[config.mk]
export PLATFORM = sky130hd
export DESIGN_NAME = car_alarm_siren_ctrl
export DESIGN_NICKNAME = d
export VERILOG_FILES = /design/src/rtl/car_alarm_pkg.sv /design/src/rtl/car_alarm_beep_gen.sv /design/src/rtl/car_alarm_siren_ctrl.sv
export SDC_FILE = /design/constraint.sdc
export NUM_CORES = 1
export LEC_CHECK = 0
export CORE_ASPECT_RATIO = 1.1
export CORE_MARGIN = 10
export CORE_UTILIZATION = 35
export DETAILED_ROUTE_END_ITERATION = 7
export PLACE_DENSITY = 0.56
export SYNTH_ARGS = -nofsm -noshare
export SYNTH_HDL_FRONTEND = slang
export SYNTH_SLANG_ARGS = --single-unit
[constraint.sdc]
create_clock -name clk -period 4.7 [get_ports clk]
set_clock_uncertainty 0.15 [all_clocks]
set_input_delay 0.94 -clock clk [delete_from_list [all_inputs] [get_ports clk]]
set_output_delay 0.94 -clock clk [all_outputs]
set_load 0.01 [all_outputs]
[src/rtl/car_alarm_pkg.sv]
// Shared types and timing defaults for the car alarm siren controller.
// Optional feature macro: CAR_ALARM_BEEP_PATTERN_EN (pulsed siren).
package car_alarm_pkg;

  typedef enum logic [1:0] {
    IDLE    = 2'd0,
    GRACE   = 2'd1,
    SIREN   = 2'd2,
    LOCKOUT = 2'd3
  } alarm_state_t;

  localparam int GRACE_CYCLES_DEF     = 8;
  localparam int BEEP_HALF_PERIOD_DEF = 4;
  localparam int SIREN_TIMEOUT_DEF    = 64;
  localparam int CNT_W_DEF            = 8;

endpackage

[src/rtl/car_alarm_beep_gen.sv]
// Siren level generator driven by the SIREN phase counter.
// CAR_ALARM_BEEP_PATTERN_EN selects pulsed output; otherwise steady on.
module car_alarm_beep_gen
  import car_alarm_pkg::*;
#(
  parameter int BEEP_HALF_PERIOD = BEEP_HALF_PERIOD_DEF,
  parameter int CNT_W            = CNT_W_DEF
) (
  input  logic [CNT_W-1:0] i_cnt,
  input  logic             i_en,
  output logic             o_siren
);

`ifdef CAR_ALARM_BEEP_PATTERN_EN
  logic [CNT_W-1:0] w_phase;

  // Even half-periods are the audible phase.
  assign w_phase = i_cnt / CNT_W'(BEEP_HALF_PERIOD);
  assign o_siren = i_en & ~w_phase[0];
`else
  logic w_unused;

  assign w_unused = ^i_cnt;
  assign o_siren  = i_en;
`endif

endmodule

[src/rtl/car_alarm_siren_ctrl.sv]
// Alarm sequencer: grace window, bounded siren, lockout until condition clears.
// Optional feature macro: CAR_ALARM_BEEP_PATTERN_EN (pulsed siren).
module car_alarm_siren_ctrl
  import car_alarm_pkg::*;
#(
  parameter int GRACE_CYCLES     = GRACE_CYCLES_DEF,
  parameter int BEEP_HALF_PERIOD = BEEP_HALF_PERIOD_DEF,
  parameter int SIREN_TIMEOUT    = SIREN_TIMEOUT_DEF,
  parameter int CNT_W            = CNT_W_DEF
) (
  input  logic       clk,
  input  logic       reset,
  input  logic       CarAlarmSignal,
  input  logic       AcknowledgeBtn,
  output logic       SirenOut,
  output logic       WarningLed,
  output logic       AlarmActive,
  output logic [1:0] AlarmState
);

  localparam logic [CNT_W-1:0] GRACE_LAST = CNT_W'(GRACE_CYCLES - 1);
  localparam logic [CNT_W-1:0] SIREN_LAST = CNT_W'(SIREN_TIMEOUT - 1);

  alarm_state_t     r_state;
  alarm_state_t     w_state_nxt;
  logic [CNT_W-1:0] r_cnt;
  logic [CNT_W-1:0] w_cnt_nxt;
  logic             r_siren;
  logic             r_led;
  logic             r_active;
  logic             w_beep;

  always_comb begin
    w_state_nxt = r_state;
    w_cnt_nxt   = r_cnt;
    unique case (r_state)
      IDLE: begin
        if (CarAlarmSignal) begin
          w_state_nxt = GRACE;
          w_cnt_nxt   = '0;
        end
      end
      GRACE: begin
        if (AcknowledgeBtn) begin
          w_state_nxt = LOCKOUT;
        end else if (!CarAlarmSignal) begin
          w_state_nxt = IDLE;
        end else if (r_cnt == GRACE_LAST) begin
          w_state_nxt = SIREN;
          w_cnt_nxt   = '0;
        end else begin
          w_cnt_nxt = r_cnt + 1'b1;
        end
      end
      SIREN: begin
        // Condition is latched here; only ack or timeout ends the siren.
        if (AcknowledgeBtn || (r_cnt == SIREN_LAST)) begin
          w_state_nxt = LOCKOUT;
        end else begin
          w_cnt_nxt = r_cnt + 1'b1;
        end
      end
      LOCKOUT: begin
        if (!CarAlarmSignal) begin
          w_state_nxt = IDLE;
        end
      end
      default: begin
        w_state_nxt = IDLE;
        w_cnt_nxt   = '0;
      end
    endcase
  end

  car_alarm_beep_gen #(
    .BEEP_HALF_PERIOD (BEEP_HALF_PERIOD),
    .CNT_W            (CNT_W)
  ) u_beep (
    .i_cnt   (w_cnt_nxt),
    .i_en    (w_state_nxt == SIREN),
    .o_siren (w_beep)
  );

  // Outputs track next state so they switch on the same edge as the state.
  always_ff @(posedge clk or posedge reset) begin
    if (reset) begin
      r_state  <= IDLE;
      r_cnt    <= '0;
      r_siren  <= 1'b0;
      r_led    <= 1'b0;
      r_active <= 1'b0;
    end else begin
      r_state  <= w_state_nxt;
      r_cnt    <= w_cnt_nxt;
      r_siren  <= w_beep;
      r_led    <= (w_state_nxt == GRACE);
      r_active <= (w_state_nxt == SIREN);
    end
  end

  assign SirenOut    = r_siren;
  assign WarningLed  = r_led;
  assign AlarmActive = r_active;
  assign AlarmState  = r_state;

endmodule

# Word-level counts from Yosys, hierarchy flattened
# Index checks and enable logic that the tools add are counted.
[totals]
regBits = 12
input_bits = 4
out_inout_bits = 5
wordCells = 33
[op_classes]
n_addsub = 1
n_eq_ne = 11
n_mux = 13
reduce_logical = 4
[ops]
columns = ["op", "n"]
rows = [
  ["2-to-1 mux 8 bit", 5],
  ["one-hot mux 8 bit (3 select lines)", 1],
  ["2-to-1 mux 2 bit", 6],
  ["adder 8 x 1 -> 8 bit, second input constant", 1],
  ["== test 8 x 3 -> 1 bit, second input constant", 1],
  ["== test 8 x 6 -> 1 bit, second input constant", 1],
  ["!= test 2 bit, second input constant", 4],
  ["one-hot mux 2 bit (4 select lines)", 1],
  ["== test 2 bit, second input constant", 3],
  ["AND reduction 5 bit", 1],
  ["== test 2 x 1 -> 1 bit, second input constant", 2],
  ["nonzero test 3 bit", 1],
  ["logical NOT 2 bit", 1],
  ["logical OR 1 bit", 1],
]

# Logic depth before layout (Yosys ltp)
[depth]
ltp_word = 6
depth_mapped = 7
mapped_depth_nobuf = 6

# By module
# From an unflattened synthesis, not the netlist that was laid out.
[hier_totals]
cells_unflattened = 101
hier_area_um2 = 878.3
[by_module_without_submodules]
columns = ["mod", "instances", "cells_each", "area_per_inst_um2", "seq_area_each_um2"]
rows = [
  ["car_alarm_siren_ctrl", 1, 100, 870.8, 325.3],
  ["car_alarm_beep_gen", 1, 1, 7.5, 0.0],
]

# Worst setup path before layout
# Ideal clock, no wire load.
[synth_timing]
kind = "input to register"
startpoint = "input AcknowledgeBtn"
endpoint = "register r_cnt[3]"
setup_ps = 126
arrival_time_ps = 1934
required_ps = 4424
setup_slack_ps = 2490
path_stages = 5
path_buffers = 1
cell_sequence = "o21ai_0 -> a21bo_2 -> or2_1 -> buf_2 -> a221o_1"
[synth_between]
elab_chain_len = 3
word_cells_on_any_way = 4
classes_between = "eq/ne (2); reduce/logical (2)"
[synth_rtl]
columns = ["element", "line", "text"]
rows = [
  ["start: declaration", "car_alarm_siren_ctrl.sv:14", "input logic AcknowledgeBtn,"],
  ["logical OR 1 bit", "car_alarm_siren_ctrl.sv:57", "if (AcknowledgeBtn || (r_cnt == SIREN_LAST)) begin"],
  ["!= test 2 bit (no line)", "-", ""],
  ["AND reduction 5 bit (no line) (*)", "-", ""],
  ["end signal: assignment", "car_alarm_siren_ctrl.sv:94", "r_cnt <= w_cnt_nxt;"],
  ["end: declaration", "car_alarm_siren_ctrl.sv:26", "logic [CNT_W-1:0] r_cnt;"],
]
# Every way passes the cells marked *; elsewhere a longest branch is shown, timed or not.
# A chain may end at the register's enable or synchronous reset.

# Worst setup path after layout
[layout_timing]
startpoint = "input AcknowledgeBtn"
endpoint = "register r_cnt[5]"
# The elaborated chain is that of the path after synthesis.

==> summary.md <==
| Metric | Value |
|---|---|
| CP max stage delay | `0.45 ns` |
| Internal power | `306.4 uW` |
| Leak | `0.4304 nW` |
| Number of CTS-inserted buffers | `3` |
| CTS Sinks | `12` |
| Largest cells by area after synthesis | `dfrtp_1, ha_1, a221o_1, and3_1, a21oi_1` |
| H-tree level count | `1` |
| Final setup fails | `0` |
| Crit-path slowest cell | `clkdlybuf4s50_1` |
| Post-synth top area share | `36.87%` |
| Tcrit/Tclk final | `52.79%` |
| WL/cell | `13.76 um` |
| Slew headroom | `67.93%` |
| Most frequent cells in the layout | `dfrtp_1, clkdlybuf4s50_1, nor2_1` |
| Overall die height | `70.60 um` |
| Area of the multi-input gates | `486.7 um^2` |
| # DRC | `0` |
| Root cell of the clock tree | `clkbuf_4` |
| DR vias/cell | `5.520` |
| Antenna cell count | `0` |
| Crit path DAT | `2.49 ns` |
| First-pass GRT wire length | `3098 um` |
| Top Family by Delay on Critical Path | `compound AO/OA/AOI/OAI gates` |
| Cell taking the most area after synthesis | `dfrtp_1` |
| Layout cells sized above 1 | `10.53%` |
| Reg area | `300.3 um^2` |
| Worst Hold Launch | `r_cnt[1]` |
| Initial antenna violation count | `0` |
| RSZ-0062 raised after global routing | `no` |
| Crit Reg-Reg Startpoint | `AlarmState[1]` |
| Initial core utilization | `36.53%` |
| Net count after synthesis | `94` |
| Yosys warns | `0` |
| Net Switching | `228.1 uW` |
| Core region area | `2230 um^2` |
| Drt first pass iters | `4` |
| Die W | `66.00 um` |
| DP Cell Count | `121` |
| Critical Path RT | `4.70 ns` |
| Post-CTS Setup Bufs | `0` |
| Slew @ Worst Pin | `0.4810 ns` |
| Setup_tns | `0 ns` |
| Finished Layout Cells | `125` |
| Crit path cell chain | `clkdlybuf4s50_1 > o21ai_0 > a21bo_2 > or2_1 > a221o_1` |
| Synth unique cells | `36` |
| CP startpoint kind | `primary input` |
| Skew-Pair Late Insertion Delay | `0.27 ns` |
| Vias in the first global route | `701` |
| # IOs | `9` |
| Row cnt | `18` |
| Worst Hold Class | `reg2reg` |
| Crit path kind | `in2reg` |
| RD Place Congestion | `0.8653` |
| Synthesized flop and latch total | `12` |
| DP Wirelength | `1316 um` |
| CP Launch Point | `AcknowledgeBtn` |
| Syn Inst Count | `85` |
| Final Hold Vio Count | `0` |
| Status | `finished, final reports clean` |
| DIE AREA | `4659 um^2` |
| Slew Viols, Final | `0` |
| Post-Syn Area | `814.5 um^2` |
| Flop pwr share | `30.0%` |
| Clock transition at the registers of the reported paths | `0.07 ns` |
| # hold bufs at CTS | `0` |
| Largest net degree at the start of global routing | `13` |
| Sequential-to-total area share from yosys stat | `36.87%` |
| Longest Clk Path Bufs | `2` |
| F_max | `403.0 MHz` |
| Gate power share | `55.1%` |
| Max Cap Viol | `0` |
| Pwr/cell area | `559.1 nW/um^2` |
| ANT nets after route | `0` |
| Detailed Route Iter0 Violations | `40` |
| GRT overflow | `0` |
| Total Wirelength | `1720 um` |
| Avg Cell Area, Syn | `9.583 um^2` |
| Via count | `690` |
| Global Route Usage Sum | `8.084%` |
| Filler cells | `210` |
| Critical path endpoint category | `flop` |
| CTS tree | `built` |
| Most common cell after layout, fill and taps aside | `dfrtp_1` |
| Port bufs | `8` |
| IR drop worst, VDD | `0.0003522 V` |
| Switching fraction of total power | `42.68%` |
| Clock power frac | `14.9%` |
| Fin nets | `105` |
| Min Tclk post-route | `2.481 ns` |
| Worst Path Buf+Inv | `1` |
| Area Overhead vs Synth | `17.36%` |
| CP max FO | `8` |
| Post-cts gate resize count | `0` |
==> synthesized netlist by cell type (all sizes together) <==
cell and number:
a21oi 5, nand3 3, a2111oi 1, a221o 4, ha 5, inv 4, a21boi 2, or3b 2
nor4bb 2, nand2 4, nor3b 2, or2 3, o221ai 1, a31oi 1, nor2b 1, and4 1
o21bai 2, o21ai 7, nor2 6, mux2 1, nand4 1, dfrtp 12, and3 5, buf 2
nor4b 2, o2bb2ai 1, o31ai 2, a22o 1, a211o 1, a21bo 1
==> stage by stage <==
step | total power [mW] | worst slack, ns | hold slack, ns | cell area (um^2) | util, %
2_1_floorplan | 0.3633 | 2.490 | 0.4052 | 814.5 | -
3_3_place_gp | 0.4556 | 1.974 | 0.4420 | 919.6 | 41.25
3_5_place_dp | 0.4559 | 1.934 | 0.4565 | 919.6 | 41.25
4_1_cts | 0.5393 | 2.227 | 0.4720 | 955.9 | 42.87
5_1_grt | 0.5845 | 2.121 | 0.4965 | 955.9 | 42.87
6_report | 0.5345 | 2.219 | 0.4777 | 955.9 | 42.87
==> worst min-delay path: stages (launching register included) <==
cell and delay, ns:
dfrtp_1 0.43, o21ai_0 0.09, o21ai_1 0.06
==> layer usage <==
metal	GRT usage [%]	part of all wire, %	up-vias
met3	1.732	2.3	6
met5	0	0	-
met2	12.15	45	18
li1	-	-	345
met4	4.196	1.7	0
met1	10.48	51	321
==> state kept, by name, summed over array words and instances (netlist names) <==
| name | flops |
|---|---|
| AlarmActive | 1 |
| r_cnt | 8 |
| AlarmState | 2 |
| WarningLed | 1 |
==> path summary, 6_finish.rpt <==
check | to | slack [ns] | cells after the start
setup / recovery | r_cnt[5] | 2.22 | 5
hold / removal | r_cnt[1] | 0.48 | 2
setup reg to reg | r_cnt[0] | 2.40 | 6
hold reg to reg | r_cnt[1] | 0.48 | 2
max in group asynchronous | AlarmState[0] | 3.28 | 2
min in group asynchronous | r_cnt[4] | 0.82 | 2
==> final cells by class <==
type / count / share of cell area [%]
multi-input cells: 67 / 50.92
repair buffers: 8 / 8.377
flip-flops and latches: 12 / 31.41
clock buffers: 4 / 3.796
well taps: 30 / 3.927
inverters: 4 / 1.571
==> logic make-up (layout without fill, tap and decap cells) <==
family	Yosys count	after routing	synth area share [%]
flip-flops	12	12	36.87
buffers and inverters	6	16	3.379
multiplexers	1	1	1.382
AND/OR/NAND/NOR	32	32	25.50
AO/OA/AOI/OAI	29	29	25.19
adder cells (fa/ha/maj)	5	5	7.680
==> power by group through the flow <==
stage          Clock (mW)  Sequential, mW  Combinational, mW
6_report           0.0796           0.161              0.294
5_1_grt            0.0858           0.168              0.330
4_1_cts            0.0818           0.161              0.296
3_5_place_dp            0           0.161              0.294
3_3_place_gp            0           0.161              0.294
2_1_floorplan           0           0.162              0.202
(Power assumes the default switching activity.)
